**src/rtl/debounce_pkg.sv**
```systemverilog
// Shared constants and width helpers for the multi-channel debouncer.
// Optional long-press detection is enabled with DEBOUNCE_HOLD_EN.
package debounce_pkg;

  // 10 ms debounce window and 2 s long-press at 24 MHz / 100 MHz
  localparam int unsigned DELAY_24MHZ  = 240_000;
  localparam int unsigned DELAY_100MHZ = 1_000_000;
  localparam int unsigned HOLD_24MHZ   = 48_000_000;
  localparam int unsigned HOLD_100MHZ  = 200_000_000;

  function automatic int unsigned cnt_w(input int unsigned delay);
    return (delay <= 32'd1) ? 32'd1 : 32'($clog2(delay));
  endfunction

  function automatic int unsigned hold_w(input int unsigned hold);
    return (hold < 32'd1) ? 32'd1 : 32'($clog2(hold + 32'd1));
  endfunction

endpackage

```
**src/rtl/debounce_chan.sv**
```systemverilog
// Single debounce channel: synchroniser, stability counter, edge pulses and
// optional long-press pulse (DEBOUNCE_HOLD_EN).
module debounce_chan
  import debounce_pkg::*;
#(
  parameter int unsigned DELAY       = DELAY_24MHZ,
  parameter int unsigned SYNC_STAGES = 2,
  parameter logic        IDLE_LEVEL  = 1'b0,
  parameter int unsigned HOLD_CYCLES = HOLD_24MHZ
) (
  input  logic i_clk,
  input  logic i_rstn,
  input  logic i_in,
  output logic o_out,
  output logic o_rise,
  output logic o_fall,
  output logic o_hold
);

  localparam int unsigned      CNT_W    = cnt_w(DELAY);
  localparam logic [CNT_W-1:0] CNT_LAST = CNT_W'(DELAY - 32'd1);

  if (SYNC_STAGES < 2 || DELAY < 1 || HOLD_CYCLES < 1) begin : g_param_err
    $error("debounce_chan: illegal parameter value");
  end

  logic [SYNC_STAGES-1:0] sync_q;
  logic                   s;
  logic [CNT_W-1:0]       cnt_q;

  // Plain shift chain, no logic between stages
  always_ff @(posedge i_clk or negedge i_rstn) begin
    if (!i_rstn) begin
      sync_q <= {SYNC_STAGES{IDLE_LEVEL}};
    end else begin
      sync_q <= {sync_q[SYNC_STAGES-2:0], i_in};
    end
  end

  assign s = sync_q[SYNC_STAGES-1];

  // Any return to the current level restarts the stability window
  always_ff @(posedge i_clk or negedge i_rstn) begin
    if (!i_rstn) begin
      cnt_q  <= '0;
      o_out  <= IDLE_LEVEL;
      o_rise <= 1'b0;
      o_fall <= 1'b0;
    end else begin
      o_rise <= 1'b0;
      o_fall <= 1'b0;
      if (s == o_out) begin
        cnt_q <= '0;
      end else if (cnt_q != CNT_LAST) begin
        cnt_q <= cnt_q + 1'b1;
      end else begin
        cnt_q  <= '0;
        o_out  <= s;
        o_rise <= s;
        o_fall <= ~s;
      end
    end
  end

`ifdef DEBOUNCE_HOLD_EN
  localparam int unsigned       HOLD_W   = hold_w(HOLD_CYCLES);
  localparam logic [HOLD_W-1:0] HOLD_MAX = HOLD_W'(HOLD_CYCLES);

  logic [HOLD_W-1:0] hold_q;

  // Saturating active-time counter; fires once per press
  always_ff @(posedge i_clk or negedge i_rstn) begin
    if (!i_rstn) begin
      hold_q <= '0;
      o_hold <= 1'b0;
    end else begin
      o_hold <= 1'b0;
      if (o_out == IDLE_LEVEL) begin
        hold_q <= '0;
      end else if (hold_q != HOLD_MAX) begin
        hold_q <= hold_q + 1'b1;
        o_hold <= (hold_q == HOLD_MAX - 1'b1);
      end
    end
  end
`else
  assign o_hold = 1'b0;
`endif

endmodule

```
**src/rtl/debounce_multi.sv**
```systemverilog
// CHANNELS independent debouncers for board buttons and switches.
// Define DEBOUNCE_HOLD_EN to enable the per-channel long-press pulse on o_hold.
module debounce_multi
  import debounce_pkg::*;
#(
  parameter int unsigned CHANNELS    = 4,
  parameter int unsigned DELAY       = DELAY_24MHZ,
  parameter int unsigned SYNC_STAGES = 2,
  parameter logic        IDLE_LEVEL  = 1'b0,
  parameter int unsigned HOLD_CYCLES = HOLD_24MHZ
) (
  input  logic                i_clk,
  input  logic                i_rstn,
  input  logic [CHANNELS-1:0] i_in,
  output logic [CHANNELS-1:0] o_out,
  output logic [CHANNELS-1:0] o_rise,
  output logic [CHANNELS-1:0] o_fall,
  output logic [CHANNELS-1:0] o_hold
);

  for (genvar g = 0; g < CHANNELS; g++) begin : g_chan
    debounce_chan #(
      .DELAY      (DELAY),
      .SYNC_STAGES(SYNC_STAGES),
      .IDLE_LEVEL (IDLE_LEVEL),
      .HOLD_CYCLES(HOLD_CYCLES)
    ) u_chan (
      .i_clk (i_clk),
      .i_rstn(i_rstn),
      .i_in  (i_in[g]),
      .o_out (o_out[g]),
      .o_rise(o_rise[g]),
      .o_fall(o_fall[g]),
      .o_hold(o_hold[g])
    );
  end

endmodule

```
**config.mk**
```make
export PLATFORM = sky130hd
export DESIGN_NAME = debounce_multi
export DESIGN_NICKNAME = d
export VERILOG_FILES = /design/src/rtl/debounce_pkg.sv /design/src/rtl/debounce_chan.sv /design/src/rtl/debounce_multi.sv
export SDC_FILE = /design/constraint.sdc
export NUM_CORES = 1
export LEC_CHECK = 0
export BUFFER_PORTS_ARGS = -buffer_cell sky130_fd_sc_hd__buf_2
export CAP_MARGIN = 10
export CORE_MARGIN = 5
export CORE_UTILIZATION = 30
export CTS_CLUSTER_SIZE = 40
export DETAILED_ROUTE_END_ITERATION = 12
export GPL_ROUTABILITY_DRIVEN = 0
export HOLD_SLACK_MARGIN = 0.06
export PLACE_DENSITY = 0.44
export SYNTH_ARGS = -nofsm -noshare
export SYNTH_HDL_FRONTEND = slang
export SYNTH_SLANG_ARGS = --single-unit
export TNS_END_PERCENT = 20
```
**constraint.sdc**
```tcl
create_clock -name i_clk -period 6.3 [get_ports i_clk]
set_clock_uncertainty 0.05 [all_clocks]
set_input_delay 0.945 -clock i_clk [delete_from_list [all_inputs] [get_ports i_clk]]
set_output_delay 0.945 -clock i_clk [all_outputs]
set_load 0.05 [all_outputs]
```
# Word-level counts from Yosys, hierarchy flattened

Index checks and enable logic that the tools add are counted.

Register bits: 92
Input bits: 6
Output and inout bits: 16
Word-level logic and storage cells: 72

Add/sub/neg operators: 4
Eq/ne operators: 8
Multiplexer cells: 24
Bitwise operators: 12
Reduce and logical (&&, ||, !) cells: 4

Operators by type and width:

| cell                                           | count |
|---|---|
| 2-to-1 mux 18 bit                              | 8 |
| adder 18 x 1 -> 18 bit (second input constant) | 4 |
| != test 18 bit (second input constant)         | 4 |
| 2-to-1 mux 1 bit                               | 16 |
| inverter 1 bit                                 | 12 |
| AND reduction 2 bit                            | 4 |
| == test 1 bit                                  | 4 |

# Longest topological paths before layout

Depth in word-level cells: 3
Mapped depth: 6
Gate-level depth less buffers: 5

# By module

From an unflattened synthesis, not the netlist that was laid out.

Cell total of the unflattened synthesis: 420
Area, all modules: 4509.3 um2

By module, submodules not included:

| module        | instances | cells each | area each (um2) | seq. area each (um2) |
|---|---|---|---|---|
| debounce_chan | 4         | 105        | 1127.3          | 575.6 |

# Worst setup path before layout

OpenSTA, ideal clock, no wires.

Path kind: flip-flop to flip-flop
Start point: register g_chan[2].u_chan.cnt_q[0]
End point: register g_chan[2].u_chan.o_out
Setup time: 0.125 ns
Arrival: 1.849 ns
Required time: 6.125 ns
Slack: 4.276 ns
Cell stages (with the launch flop): 6
Path buffers: 0
Period minus slack after synthesis: 2.024 ns
Cell sequence: dfrtp_1 > ha_1 > nand4_2 > or4_4 > nor2_1 > mux2_2

Longest elaborated chain between the ends: 3

Ends and longest elaborated chain:

| what                                 | RTL line            | RTL |
|---|---|---|
| from (decl)                          | debounce_chan.sv:29 | `logic [CNT_W-1:0] cnt_q;` |
| from (signal assigned)               | debounce_chan.sv:55 | `cnt_q <= cnt_q + 1'b1;` |
| != test 18 bit                       | debounce_chan.sv:54 | `end else if (cnt_q != CNT_LAST) begin` |
| inverter 1 bit (no source line)      | -                   |  |
| AND reduction 2 bit (no source line) | -                   |  |
| to (signal assigned)                 | debounce_chan.sv:58 | `o_out <= s;` |
| to (decl)                            | debounce_chan.sv:14 | `output logic o_out,` |

Every way passes these cells.
A chain may end at the register's enable or synchronous reset.

# Worst setup path in the final report

Start point: register g_chan[2].u_chan.cnt_q[0]
End point: register g_chan[2].u_chan.cnt_q[7]

Longest elaborated chain between the ends: 3
Elaborated cells on any way between the ends: 4
Classes of those cells: add/sub: 1; eq/ne: 1; mux: 2

Ends and longest elaborated chain:

| what                                                            | RTL line                                 | RTL |
|---|---|---|
| adder 18 x 1 -> 18 bit / != test 18 bit (equally long branches) | debounce_chan.sv:55, debounce_chan.sv:54 |  |
| 2-to-1 mux 18 bit (*)                                           | debounce_chan.sv:54                      |  |
| 2-to-1 mux 18 bit (*)                                           | debounce_chan.sv:52                      | `if (s == o_out) begin` |

Mark *: on every way between the ends. The rest lies on a longest branch, timed or not.

==> impl_metrics.yaml <==
detailed_routing:
  wl_per_cell_microns: 13.59
  viasPerCell: 4.768
  drt_iter0_markers: 269
  totalWireLength_mm: 8.508
  first_pass_iters: 4
  ant_nets: 0
  via_count: 2985
  route.detailed.drc: 0
power:
  p_sw_frac: 0.2139
  internal-power_uw: 998.1
  pwr-share-clk: 0.489
  pwr-share-seq: 0.480
  powerDensity_nw_per_um2: 258.5
  p_leak_uw: 0.001954
  ir_drop_uv: 129.1
  p_switching_uw: 271.5
  p_comb_frac: 0.032
sta:
  min_period_ns: 2.244
  drv_slew: 0
  tightest_slew_ns: 1.106
  hold_viol_final: 0
  hold_ws_ns: 0.3096
  tns_ns: 0
  max_freq_mhz: 445.6
  min_period_over_period: 0.3562
  rsz0062_at_grt: "no"
  timing.slew.headroom: 0.2582
  setup_violations: 0
setup_path:
  cp_max_fo: 13
  crit_start: "g_chan[2].u_chan.cnt_q[0]"
  crit_path_start_kind: "flop"
  rr_startpoint: "g_chan[2].u_chan.cnt_q[0]"
  cp_data_required_time_ns: 6.46
  reg2reg_setup_slack_ns: 4.06
  endpoint_kind: "flop"
  crit_type: "flop to flop"
  arrival_ns: 2.40
die:
  floorplan.die.height_microns: 130.9
  fp-row-count: 44
  initial_core_util: 0.3039
  dieArea_sq_um: 17130
  coreArea_sq_um: 14420
  ioPinCount: 22
  fp.dieW_microns: 130.9
clock_network:
  cts.clk_slew.worst_paths_ns: 0.07
  cts_resized: 0
  cts_hold_buffers: 0
  cts_htree_levels: 3
  cts_setup_buffers: 0
  cts_tree: "done"
  insertion_delay_ns: 0.34
  cts_root_buf: "clkbuf_16"
  cts_buffers: 9
  cts.path.max_buffers: 2
  cts_sinks: 92
place:
  numPortBuffers: 17
  hpwl_mm: 5.800
yosys:
  synth.avg_cell_area_sq_um: 10.24
  synth-seq-area-share: 0.5253
  ys_warn_count: 0
  ys_top_cells_by_area: "dfrtp_1 53%, xnor2_1 9.6%, nor2_1 6.8%"
  ys_ff_latch: 92
  synthCells: 428
  yosysTopAreaCell: "dfrtp_1"
  syn_area_sq_um: 4383
  synth_top_area_share: 0.5253
  synth_cell_types: 38
job:
  drv_cap: 0
layout:
  fillers: 1485
  n_antenna_cell: 0
  nets: 447
  drive_gt1_frac: 0.1086
  syn_to_final_growth_pct: 12.08
  utilization: 0.3406
min_path:
  hold_class: "flop to flop"
  hp-start: "g_chan[1].u_chan.sync_q[0]"
grt:
  grt_usage: 0.1096
  grt_pass1_wl_mm: 14.75
  grt_max_degree: 59
  grt_pass1_vias: 3024
  globalRouteOverflowTotal: 0
  antenna_found_initial: 0
outcome:
  status: "completed"
worst max-delay path, cell delays in order, from the launching register on:
cell     delay (ns)
dfrtp_1        0.41
ha_1           0.24
nand4_2        0.22
or4_4          0.60
o21ai_2        0.49
nor2_1         0.11
synth_stat cells:
| cell | n |
|---|---|
| or3_1 | 2 |
| xor2_1 | 14 |
| buf_2 | 2 |
| nor2_1 | 79 |
| o31ai_2 | 1 |
| and3_1 | 3 |
| nand4_1 | 23 |
| nand4b_1 | 1 |
| ha_1 | 4 |
| clkbuf_1 | 3 |
| mux2i_1 | 2 |
| o21ai_0 | 2 |
| o21ai_2 | 1 |
| nand4_4 | 1 |
| nand4bb_1 | 3 |
| inv_1 | 12 |
| or2_1 | 1 |
| and4b_1 | 1 |
| a31o_2 | 5 |
| a31oi_1 | 1 |
| nor4b_1 | 3 |
| nor4_1 | 18 |
| or4_4 | 2 |
| and4_1 | 3 |
| xnor2_1 | 48 |
| mux2_2 | 4 |
| nor3_1 | 13 |
| nand4_2 | 1 |
| buf_4 | 16 |
| a21oi_1 | 6 |
| nor4bb_1 | 1 |
| conb_1 | 1 |
| nand3_1 | 26 |
| dfrtp_1 | 92 |
| nor3b_1 | 8 |
| buf_1 | 2 |
| and3b_1 | 2 |
| nand2_1 | 21 |
routing by layer:
metal / up-vias / global-route usage / wire length (microns)
met5: - / 0 / 0
met4: 0 / 0.05566 / 184
met3: 9 / 0.02276 / 248
met2: 41 / 0.1660 / 3903
met1: 1450 / 0.1485 / 4171
li1: 1485 / - / -
logic make-up (layout without fill, tap and decap cells):
kind of cell	after synthesis	after routing	synth area share
AOI/OAI and AO/OA	16	16	0.02541
xor gates and xnor gates	62	62	0.1239
adders and majority gates	4	4	0.01142
buffers and inverters	35	46	0.04425
muxes	6	6	0.01484
and+or+nand+nor	212	212	0.2541
other	1	4	0.0008556
DFF	92	92	0.5253
layout by cell type (no fill, tap or decap), drive strengths merged, types with 13 or more instances in the layout:
cell and n:
dfrtp 92, nor2 79, xnor2 48, nand3 26
nand4 25, nand2 21, nor4 18, buf 18
xor2 14, nor3 13
stage by stage:
step	total power [uW]	instance area (sq um)	cells	setup WS, ns
2_1_floorplan	643.2	4394	431	4.276
3_3_place_gp	661.9	4571	610	4.027
3_5_place_dp	662.5	4571	610	4.013
4_1_cts	1293	4912	626	4.001
5_1_grt	1322	4912	626	3.765
6_report	1270	4912	626	4.056
sequential cells by signal, summed over array words and instances (netlist names):
register              flops
g_chan.u_chan.o_rise      4
g_chan.u_chan.cnt_q      72
g_chan.u_chan.o_fall      4
g_chan.u_chan.sync_q      8
g_chan.u_chan.o_out       4
power by group through the flow:
stage / clock network [uW] / logic (uW) / registers [uW]
2_1_floorplan: 0 / 26.0 / 617
3_3_place_gp: 0 / 42.3 / 620
3_5_place_dp: 0 / 42.5 / 620
4_1_cts: 641 / 42.7 / 609
5_1_grt: 664 / 47.7 / 610
6_report: 620 / 40.4 / 609
worst paths after layout:
path | endpoint | cells after the start
worst max-delay path | g_chan[2].u_chan.cnt_q[7] | 5
worst min-delay path | g_chan[1].u_chan.sync_q[1] | 0
worst max register to register | g_chan[2].u_chan.cnt_q[7] | 5
worst min register to register | g_chan[1].u_chan.sync_q[1] | 0
max in group asynchronous | g_chan[3].u_chan.cnt_q[7] | 2
min in group asynchronous | g_chan[0].u_chan.cnt_q[0] | 1
final cells by class:
| class | instances | area, sq um | area share |
|---|---|---|---|
| clock buffer | 10 | 229.0 | 0.04661 |
| clock inverter | 6 | 112.6 | 0.02292 |
| inverter | 12 | 45.04 | 0.009170 |
| multi-input combinational | 304 | 1898 | 0.3864 |
| sequential | 92 | 2302 | 0.4687 |
| tap | 184 | 230.2 | 0.04687 |
| timing repair buffer | 18 | 95.09 | 0.01936 |
(Power assumes the default switching activity.)
